### src/rtl/seq_add_ctrl.sv
// Sequential W-bit adder that ripples one nibble per cycle through an external 4-bit adder.
// Optional subtract mode (input sub) is enabled by defining SEQ_ADD_SUB_EN.
module seq_add_ctrl #(
  parameter  int unsigned NIBBLES = 4,
  localparam int unsigned W       = 4 * NIBBLES
) (
  input  logic         clk,
  input  logic         rst_n,
  input  logic         start,
  input  logic [W-1:0] a,
  input  logic [W-1:0] b,
  input  logic         c_in,
`ifdef SEQ_ADD_SUB_EN
  input  logic         sub,
`endif
  output logic         busy,
  output logic         done,
  output logic [W-1:0] sum,
  output logic         c_out,
  output logic [3:0]   add_a,
  output logic [3:0]   add_b,
  output logic         add_cin,
  input  logic [3:0]   add_sum,
  input  logic         add_cout
);

  localparam int unsigned IDXW = (NIBBLES > 1) ? $clog2(NIBBLES) : 1;
  localparam int unsigned SHW  = IDXW + 2;

  typedef enum logic [1:0] {
    ST_IDLE,
    ST_RUN,
    ST_DONE
  } state_e;

  state_e          state_q, state_d;
  logic [W-1:0]    a_q, a_d;
  logic [W-1:0]    b_q, b_d;
  logic            sub_q, sub_d;
  logic [IDXW-1:0] idx_q, idx_d;
  logic            carry_q, carry_d;
  logic [W-1:0]    sum_q, sum_d;
  logic            busy_q, busy_d;
  logic            done_q, done_d;

  logic            sub_s;
  logic [SHW-1:0]  sh;
  logic [3:0]      a_nib;
  logic [3:0]      b_nib;

`ifdef SEQ_ADD_SUB_EN
  assign sub_s = sub;
`else
  assign sub_s = 1'b0;
`endif

  // Bit offset of the active nibble and the operand nibbles selected by it
  assign sh    = {idx_q, 2'b00};
  assign a_nib = 4'(a_q >> sh);
  assign b_nib = 4'(b_q >> sh);

  always_ff @(posedge clk or negedge rst_n) begin
    if (!rst_n) begin
      state_q <= ST_IDLE;
      a_q     <= '0;
      b_q     <= '0;
      sub_q   <= 1'b0;
      idx_q   <= '0;
      carry_q <= 1'b0;
      sum_q   <= '0;
      busy_q  <= 1'b0;
      done_q  <= 1'b0;
    end else begin
      state_q <= state_d;
      a_q     <= a_d;
      b_q     <= b_d;
      sub_q   <= sub_d;
      idx_q   <= idx_d;
      carry_q <= carry_d;
      sum_q   <= sum_d;
      busy_q  <= busy_d;
      done_q  <= done_d;
    end
  end

  // Next-state, datapath update and adder drive; busy/done are precomputed from the next state
  always_comb begin
    state_d = state_q;
    a_d     = a_q;
    b_d     = b_q;
    sub_d   = sub_q;
    idx_d   = idx_q;
    carry_d = carry_q;
    sum_d   = sum_q;
    busy_d  = 1'b0;
    done_d  = 1'b0;
    add_a   = 4'h0;
    add_b   = 4'h0;
    add_cin = 1'b0;

    unique case (state_q)
      ST_IDLE: begin
        if (start) begin
          state_d = ST_RUN;
          a_d     = a;
          b_d     = b;
          sub_d   = sub_s;
          idx_d   = '0;
          carry_d = sub_s | c_in;
          sum_d   = '0;
          busy_d  = 1'b1;
        end
      end
      ST_RUN: begin
        add_a   = a_nib;
        add_b   = sub_q ? ~b_nib : b_nib;
        add_cin = carry_q;
        sum_d   = (sum_q & ~(W'(4'hF) << sh)) | (W'(add_sum) << sh);
        carry_d = add_cout;
        idx_d   = idx_q + IDXW'(1);
        if (idx_q == IDXW'(NIBBLES - 1)) begin
          state_d = ST_DONE;
          done_d  = 1'b1;
        end else begin
          busy_d  = 1'b1;
        end
      end
      ST_DONE: begin
        state_d = ST_IDLE;
      end
      default: begin
        state_d = ST_IDLE;
      end
    endcase
  end

  assign busy  = busy_q;
  assign done  = done_q;
  assign sum   = sum_q;
  assign c_out = carry_q;

endmodule

### config.mk
export PLATFORM = sky130hd
export DESIGN_NAME = seq_add_ctrl
export DESIGN_NICKNAME = d
export VERILOG_FILES = /design/src/rtl/seq_add_ctrl.sv
export SDC_FILE = /design/constraint.sdc
export NUM_CORES = 1
export LEC_CHECK = 0
export CAP_MARGIN = 20
export CORE_UTILIZATION = 52
export DETAILED_ROUTE_END_ITERATION = 7
export GPL_ROUTABILITY_DRIVEN = 1
export PLACE_DENSITY = 0.95
export REMOVE_ABC_BUFFERS = 1
export SETUP_SLACK_MARGIN = 0.1
export SKIP_LAST_GASP = 1
export SYNTH_ARGS = -nofsm -noshare
export SYNTH_HDL_FRONTEND = slang
export SYNTH_SLANG_ARGS = --single-unit
### constraint.sdc
create_clock -name clk -period 3.35 [get_ports clk]
set_input_delay 0.5025 -clock clk [delete_from_list [all_inputs] [get_ports clk]]
set_output_delay 0.5025 -clock clk [all_outputs]
set_load 0.05 [all_outputs]
# Yosys cells after proc, flatten, opt, wreduce, memory -nomap -nowiden
# Index checks and enable logic that the tools add are counted.
dict set report word_totals {
  reg_bits 55
  inputBits 41
  output_inout_bits 28
  word_cells 42
}
dict set report classes {
  add_sub_neg 1
  n_eq_ne 4
  shifts 4
  mux 17
  bitwise_logic 3
  reduce_logical 5
}
# cell count
set op_table {}
lappend op_table {{16-bit case mux with 2 select lines} 1}
lappend op_table {{16-bit by 4-bit right shift with 4-bit output} 2}
lappend op_table {{16-bit bitwise AND} 1}
lappend op_table {{16-bit 2-to-1 mux} 1}
lappend op_table {{16-bit NOT} 1}
lappend op_table {{16-bit bitwise OR} 1}
lappend op_table {{4-bit by 4-bit << shifter with 16-bit output} 1}
lappend op_table {{4-bit by 4-bit << shifter with 16-bit output, first input constant} 1}
lappend op_table {{4-bit 2-to-1 mux} 2}
lappend op_table {{2-bit case mux with 2 select lines} 2}
lappend op_table {{1-bit 2-to-1 mux} 6}
lappend op_table {{2-bit 2-to-1 mux} 3}
lappend op_table {{2-bit AND reduction} 3}
lappend op_table {{2-bit inequality test, second input constant} 2}
lappend op_table {{1-bit case mux with 2 select lines} 2}
lappend op_table {{2-bit by 1-bit adder with 2-bit output, second input constant} 1}
lappend op_table {{2-bit by 1-bit equality test with 1-bit output, second input constant} 1}
lappend op_table {{2-bit equality test, second input constant} 1}
lappend op_table {{2-bit zero test} 1}
lappend op_table {{2-bit nonzero test} 1}

# Depth between registers and ports, before layout
# Gate-level depths: netlist (run 1).
dict set report logic_depth {
  ltp_word 5
  mapped_depth 6
  mapped_depth_nobuf 5
}

# Least setup slack after synthesis (run 1)
# OpenSTA, ideal clock, no wires.
dict set report synth_timing {
  kind {reg2out}
  from {register idx_q[0]}
  to {output add_a[0]}
  arrival_ns 1.431
  t_required_ns 2.847
  slack_ns 1.417
  stages_incl_launch_ff 4
  n_path_buf 1
  path_cell_list {dfrtp_1 -> buf_6 -> mux4_2 -> and2_1}
}
dict set report synth_between {
  elab_chain_cells 2
}
# item line_no
set synth_rtl {}
lappend synth_rtl {{start: declaration} 40} ;# logic [IDXW-1:0] idx_q, idx_d;
lappend synth_rtl {{start signal: assignment} 78} ;# idx_q <= idx_d;
lappend synth_rtl {{16-bit by 4-bit right shift with 4-bit output} 59} ;# assign a_nib = 4'(a_q >> sh);
lappend synth_rtl {{4-bit 2-to-1 mux} 101} ;# unique case (state_q)
lappend synth_rtl {{end: declaration} 20} ;# output logic [3:0] add_a,
# No other way between the ends.

# Worst setup path after layout (run 1)
dict set report layout_timing {
  from {register idx_q[0]}
  to {output add_a[3]}
}
# The elaborated chain is that of the path after synthesis.

==> run metrics, run 1 <==
dpl cell area ~0.0033 mm2; Clock power frac between 10% and 20%; max-cap viol count 0; final instance area 0.00338 mm2; Mapped Area between 0.002 and 0.003 mm2; DR pass1 iterations 6; ant diodes 0; Worst R2R Path Depth 3; CTS tree done; sequential share of the synthesized area 52.8%; r2r endpoint b_q[1]; CTS clk-pin slew, worst paths about 90 ps; synth cell count leaders 55 x dfrtp_1, 30 x mux2_4, 17 x a22o_1; cell row count 25; final wirelength ~4800 um; Clock Path Buffers 2; worst-margin pin slew ~780 ps; RSZ-0062 raised after global routing false; Layout fillers about 320; final setup vio count 0; Area contributors post-synth dfrtp_1 53%, mux2_4 17%, a22o_1 5.7%; PwrDens 1090 mW/mm2; Wirelength per Cell 15.9 um; hold-fix buffers at CTS 0; Startpoint Class flop; post-place setup slack ~520 ps; vias in the first global route about 1,600; worst skew pair latency roughly 300 ps; post-route clock period utilization between 80% and 90%; RR Startpoint state_q[0]; switching power around 1500 uW; Comb power frac 55.8%; drc violations 0; most frequent cell after synthesis dfrtp_1; fin nets ~280; setup TNS 0 ps; Worst Clk Skew slightly below 10 ps; leakage power total 0.00149 uW; die width 72.8 um; Core ar. around 0.0048 mm2; grt total ovfl 0; setup ws final between 400 and 500 ps; global-route wire length before repair about 8000 um; synth unique cells 25; run status complete, no violations; IO Pins 69; WP data arrival around 2400 ps; Yosys top cell by area dfrtp_1; max_slew headroom 47.9%; largest net degree at the start of global routing 38; number of flops mapped to enable cells by yosys 0; worst min path class in -> async; CP Class reg -> out; H-tree level count 2; starting density of the core 54.4%; CP required 2850 ps; via count 1,563; VDD IR max around 0.71 mV; Max Slew Vio Count 0; number of synthesized register bits 55; Final Core Density between 70% and 80%; routability cong. a little under 0.8; buffers added on ports 68; HPWL after DPL 3500 um; Vias/cell 5.23; Fmax ~0.34 GHz; Avg Cell Area, Syn around 16 um2; endpoints failing hold 0; Syn. warnings 0; P_int 2160 uW; Syn Inst Count about 160; Critical Path Fanout Max 15; critical path capture point type output port; initial antenna violation count 0; P&R area growth vs syn 29.8%; ys async rst share 100%; Switching Fraction roughly two fifths; Total GRT Usage between 20% and 30%; CTS Sinks 55; Reg power frac 33.6%; Synth top area share between 50 and 60%; clock buffer count from CTS 5; share of post-route cells with drive strength above 1 a little under a quarter; Die ar. ~0.0053 mm2; drt first-iter violations 86; Final ANT Viol Nets 0; Reg2Reg Setup Slack 1470 ps; top_reg_cell synth dfrtp_1; Die Y 72.8 um; clk root buf clkbuf_8; min Tclk post-route 2920 ps
-- cells in the final DEF, fill, tap and decap left out --
master and instances:
mux2_2 2, inv_1 2, clkbuf_1 1, a21o_1 4, a21oi_1 1, a22o_1 17, o21bai_1 1, nor2b_1 1
nand2_1 6, buf_4 2, ha_1 4, nor3_2 4, and2_1 11, and3b_1 1, o21ai_0 2, nand2b_4 2
mux4_2 5, o22ai_1 2, buf_2 1, clkbuf_8 7, nor2_8 1, mux4_1 3, dfrtp_2 1, clkdlybuf4s50_1 67
mux2_4 30, dfrtp_1 54
-- sequential cells by signal (all words and copies together), names as in the netlist --
name and flops:
a_q 16, b_q 16, busy 1, c_out 1, done 1, idx_q 2, state_q 2, sum 16
-- final cells by class --
type	count	area [um2]	area share (%)
Clock buffer	8	100	2.96
Inverter	2	7.51	0.222
Multi-Input combinational cell	97	1120	33.2
Sequential cell	55	1380	40.7
Tap cell	67	83.8	2.48
Timing Repair Buffer	70	691	20.4
-- worst max-delay path by stage --
stage / slack (ps) / endpoint / from
after floorplan: 1250 / add_a[3] / idx_q[0]
after global routing: 350 / add_a[3] / idx_q[0]
final: 430 / add_a[3] / idx_q[0]
after detailed placement: 520 / add_a[3] / idx_q[0]
after global placement: 550 / add_b[3] / idx_q[0]
after CTS: 170 / add_a[3] / idx_q[0]
-- power by group through the flow --
stage,registers (uW),clock network (uW),logic [uW]
after floorplan,1470,0,1210
after global placement,1230,0,2020
after detailed placement,1250,0,2060
after CTS,1240,393,2070
after global routing,1280,430,2170
final,1230,388,2050
-- per-layer routing --
layer	vias up	wire length (um)	GRT usage [%]
met5	-	0	0
met2	51	2330	31.4
met1	772	2160	29.5
met3	6	194	4.14
li1	734	-	-
met4	0	79	8.71
-- critical path, cell delays in order (launching register included) --
cell and delay [ps]:
dfrtp_2 630, mux4_1 610, and2_1 180, clkdlybuf4s50_1 690
-- through the flow --
stage          hold WS (ps)  instances  power (uW)
6_report                273        299        3670
5_1_grt                 354        299        3880
4_1_cts                 309        299        3700
3_5_place_dp            488        291        3310
3_3_place_gp            486        291        3250
2_1_floorplan           207        154        2680
-- cells by family after synthesis --
logic type      share of synthesized area, %
compound gates                          8.21
fa+ha+maj                               1.92
buf+inv                                 4.08
flops                                   52.8
mux                                     25.5
simple gates                            7.45
-- repair_timing --
item | 4_1_cts | 5_1_grt
setup endpoints to repair | 0 | 2
setup buffers | 0 | 0
gates resized for setup | 0 | 1
Note: power is estimated with default switching activity, not from simulation.
==> run 2: changes to the inputs <==
Settings changed: GPL_TIMING_DRIVEN set to 0.
==> run metrics, run 2 (synthesis gave the netlist of run 1 again) <==
drc violations 0 (unchanged); commonest non-fill, non-tap cell in the layout clkdlybuf4s50_1; HPWL after DPL 3460 um (-1.2%); Final ANT Viol Nets 0 (unchanged); PwrDens 1070 mW/mm2 (-1.2%); Post-CTS Setup Inserts 0 (unchanged); WP data arrival 2540 ps (+130 ps); post-place setup slack 527 ps (+2.83 ps); grt total ovfl 0 (unchanged); drt first-iter violations 75 (-13%); min Tclk post-route 3050 ps (+130 ps); global-route wire length before repair 7790 um (-3.8%); final wirelength 4690 um (-1.7%); Critical Path Fanout Max 12 (-3); largest net degree at the start of global routing 33 (-13%); clk root buf clkbuf_8; most frequent cells in the layout 67 x clkdlybuf4s50_1, 54 x dfrtp_1, 30 x mux2_4, 17 x a22o_1, 11 x and2_1; setup TNS 0 ps (unchanged); buffers added on ports 68 (unchanged); cell row count 25 (unchanged); CP Class reg -> out; worst-margin pin slew 734 ps (-47.5 ps); run status complete, no violations; post-route clock period utilization 91.0% (+3.9 points); CTS tree done; Wirelength per Cell 15.7 um (-1.4%); Startpoint Class flop; share of post-route cells with drive strength above 1 22.9% (-0.76 points); met3 usage 3.87% (-0.28 points); via count 1,567 (+0.26%); Top Usage Layer GRT met2; max-cap viol count 0 (unchanged); Vias/cell 5.26 (+0.59%); vias in the first global route 1,592 (-1.8%); Fmax 0.328 GHz (-4.3%); Max Slew Vio Count 0 (unchanged); worst min path class in -> async; routability cong. 0.695 (-10%); fin cells 298 (-0.33%); Worst Clk Skew 2.73 ps (-7.20 ps); clock buffer count from CTS 5 (unchanged); dpl cell area 0.00329 mm2 (+0.15%); DR pass1 iterations 4 (-2); Die ar. 0.00530 mm2 (unchanged); global routing usage on met2 32.9% (+1.6 points); critical path capture point type output port; fin nets 275 (-0.36%); final instance area 0.00337 mm2 (-0.41%); setup ws final 303 ps (-130 ps); starting density of the core 54.4% (unchanged); Inst Count DP 290 (-0.34%); Layout fillers 326 (+1.2%); P&R area growth vs syn 29.3%; ant diodes 0 (unchanged); final setup vio count 0 (unchanged); RSZ-0062 raised after global routing false; CP required 2850 ps (about the same); Clock Path Buffers 2 (unchanged); Reg area 0.00138 mm2 (unchanged); Die Y 72.8 um (unchanged); max_slew headroom 51.0% (+3.1 points); Power Total 3610 uW (-1.6%); worst skew pair latency 300 ps (about the same); VDD IR max 0.564 mV (-20%); Core ar. 0.00479 mm2 (unchanged); met1 usage 26.3% (-3.2 points); Resize count post-CTS 0 (unchanged); Total GRT Usage 19.8% (-0.91 points); endpoints failing hold 0 (unchanged); initial antenna violation count 0 (unchanged); CTS Sinks 55 (unchanged); hold-fix buffers at CTS 0 (unchanged); leakage power total 0.00148 uW (-0.64%); multi-input combinational cell area 0.00112 mm2 (unchanged); H-tree level count 2 (unchanged); IO Pins 69 (unchanged); CTS clk-pin slew, worst paths 80 ps (about the same); die width 72.8 um (unchanged)
run 2: changes by cell type in the layout (fill, tap and decap cells not counted), sizes merged:
cell    before  now
buf          3    2
clkbuf       8    7
clkinv       0    1
run 2: path summary, 6_finish.rpt:
path,startpoint,to,slack (ps),cells past startpoint
max reg2reg,state_q[0],b_q[0],1500,3
min reg2reg,sum[5],sum[5],510,1
max,state_q[0],add_b[3],300,3
min,rst_n,sum[6],190,1
max in group asynchronous,rst_n,idx_q[0],2600,2
min in group clk,sum[5],sum[5],510,1
run 2: per-layer routing:
layer | part of all wire [%] | vias up
met3 | 3.6 | 7
met5 | 0 | -
met2 | 50 | 45
li1 | - | 735
met4 | 1.6 | 0
met1 | 44 | 780
run 2: power breakdown:
part | switching, uW | total (uW) | leakage (uW) | internal (uW)
registers | 253 | 1230 | 0.000672 | 975
clock network | 192 | 339 | 0.0000422 | 147
logic | 1060 | 2040 | 0.000763 | 984
total | 1500 | 3610 | 0.00148 | 2110
run 2: area by class of cell:
cell class / count / share of cell area [%]
clock inverter: 1 / 0.149
timing repair buffer: 69 / 20.7
inverter: 2 / 0.223
tap: 67 / 2.49
multi-input combinational: 97 / 33.3
clock buffer: 7 / 2.27
sequential: 55 / 40.9
run 2: stage by stage:
stage	hold slack, ps	utilization, %
5_1_grt	214	70.4
4_1_cts	195	70.4
3_3_place_gp	484	68.3
6_report	188	70.4
2_1_floorplan	207	-
3_5_place_dp	491	68.7
run 2: worst max-delay path, cell delays in order, from the launching register on:
cell             delay [ps]
dfrtp_1                 540
nor2b_1                 650
and2_1                  250
clkdlybuf4s50_1         810
==> run 3: changes to the inputs <==
Settings changed: CORE_UTILIZATION 52 to 55, DONT_BUFFER_PORTS set to 1, MAX_ROUTING_LAYER set to met4, PLACE_DENSITY 0.95 to 0.8, SKIP_CTS_REPAIR_TIMING set to 1.
==> run metrics, run 3 (synthesis gave the netlist of run 1 again) <==
HPWL after DPL 3290 um (-4.9%); CTS clk-pin slew, worst paths 100 ps (+20 ps); max-cap viol count 0 (unchanged); die width 70.8 um (-2.7%); CP required 2850 ps (about the same); Clock Path Buffers 2 (unchanged); VDD IR max 0.642 mV (+14%); commonest non-fill, non-tap cell in the layout dfrtp_1; ant diodes 0 (unchanged); final setup vio count 0 (unchanged); CTS tree done; Die Y 70.8 um (-2.7%); Reg power frac 47.8% (+14 points); worst skew pair latency 300 ps (about the same); WP data arrival 2120 ps (-420 ps); Core ar. 0.00444 mm2 (-7.1%); most frequent cells in the layout 55 x dfrtp_1, 30 x mux2_4, 17 x a22o_1, 11 x and2_1, 6 x nand2_1; multi-input combinational cell area 0.00112 mm2 (unchanged); run status complete, no violations; Startpoint Class flop; Final ANT Viol Nets 0 (unchanged); Vias/cell 6.21 (+18%); largest net degree at the start of global routing 56 (+70%); Worst Clk Skew 11.5 ps (+8.72 ps); H-tree level count 2 (unchanged); post-route clock period utilization 78.4% (-13 points); vias in the first global route 1,450 (-8.9%); drt first-iter violations 89 (+19%); Critical Path Fanout Max 15 (+3); fin cells 215 (-28%); PwrDens 1210 mW/mm2 (+13%); DR pass1 iterations 6 (+2); clk root buf clkbuf_8; Reg area 0.00138 mm2 (about the same); final wirelength 4700 um (+0.34%); global-route wire length before repair 7620 um (-2.2%); worst min path class in -> async; via count 1,335 (-15%); switching power 1470 uW (-2.0%); Max Slew Vio Count 0 (unchanged); P_int 1780 uW (-16%); Reg2Reg Setup Slack 1460 ps (-40 ps); CP Class reg -> out; leakage power total 0.00122 uW (-17%); cell row count 24 (-4.0%); RSZ-0062 raised after global routing false; Inst Count DP 206 (-29%); P&R area growth vs syn 3.03%; Wirelength per Cell 21.9 um (+39%); Clock power frac 10.7% (+1.3 points); buffers added on ports 0 (-100%); worst-margin pin slew 786 ps (+51.6 ps); clock buffer count from CTS 5 (unchanged); share of post-route cells with drive strength above 1 31.9% (+9.0 points); starting density of the core 58.6% (+4.2 points); critical path capture point type output port; Comb power frac 41.6% (-15 points); routability cong. 0.777 (+12%); min Tclk post-route 2630 ps (-422 ps); fin nets 207 (-25%); Switching Fraction 45.3% (+3.7 points); Die ar. 0.00502 mm2 (-5.3%); Total GRT Usage 20.9% (+1.1 points); Layout fillers 338 (+3.7%); setup TNS 0 ps (unchanged); initial antenna violation count 0 (unchanged); max_slew headroom 47.5% (-3.4 points); IO Pins 69 (unchanged); drc violations 0 (unchanged); CTS Sinks 55 (unchanged); grt total ovfl 0 (unchanged); Fmax 0.381 GHz (+16%); endpoints failing hold 0 (unchanged)
## run 3: metrics by stage
step | hold WS (ps) | utilization [%] | cell area, um2 | total power [uW] | worst slack [ps]
2_1_floorplan | 207 | - | 2510 | 2680 | 1250
3_3_place_gp | 208 | 57.9 | 2570 | 2840 | 1030
3_5_place_dp | 208 | 57.9 | 2570 | 2910 | 1030
4_1_cts | -124 | 59.8 | 2660 | 3260 | 691
5_1_grt | 53.3 | 60.4 | 2680 | 3430 | 596
6_report | 51.0 | 60.4 | 2680 | 3250 | 724
## run 3: cell type report
cell class                      count  area share (%)
Tap cell                           52            2.42
Multi-Input combinational cell     97            41.8
Clock inverter                      2           0.466
Sequential cell                    55            51.3
Clock buffer                        6            2.70
Timing Repair Buffer                1            1.03
Inverter                            2           0.280
## run 3: worst max-delay path, cell delays in order, from the launching register on
cell and delay [ps]:
dfrtp_1 840, mux4_1 630, and2_1 350
## run 3: worst paths after layout
check                                 from        to  depth (start not counted)
worst max-delay path              idx_q[0]  add_a[3]                          2
worst min-delay path                 rst_n      busy                          1
worst max register to register  state_q[0]    b_q[0]                          3
worst min register to register      b_q[9]    b_q[9]                          1
max in group asynchronous            rst_n   a_q[11]                          1
min in group clk                add_sum[0]    sum[4]                          1
## run 3: routing by layer
layer	global-route usage (%)	vias to the layer above	share of wire, %
met5	-	-	0
met4	6.00	0	1.0
met3	4.13	5	3.8
met2	34.7	44	53
met1	26.3	691	42
li1	-	595	-
## run 3: power groups by stage
stage	Clock, uW	Sequential [uW]	Combinational, uW
after detailed placement	0	1570	1340
final	347	1550	1350
after global routing	384	1600	1440
after CTS	358	1560	1350
after floorplan	0	1470	1210
after global placement	0	1540	1300
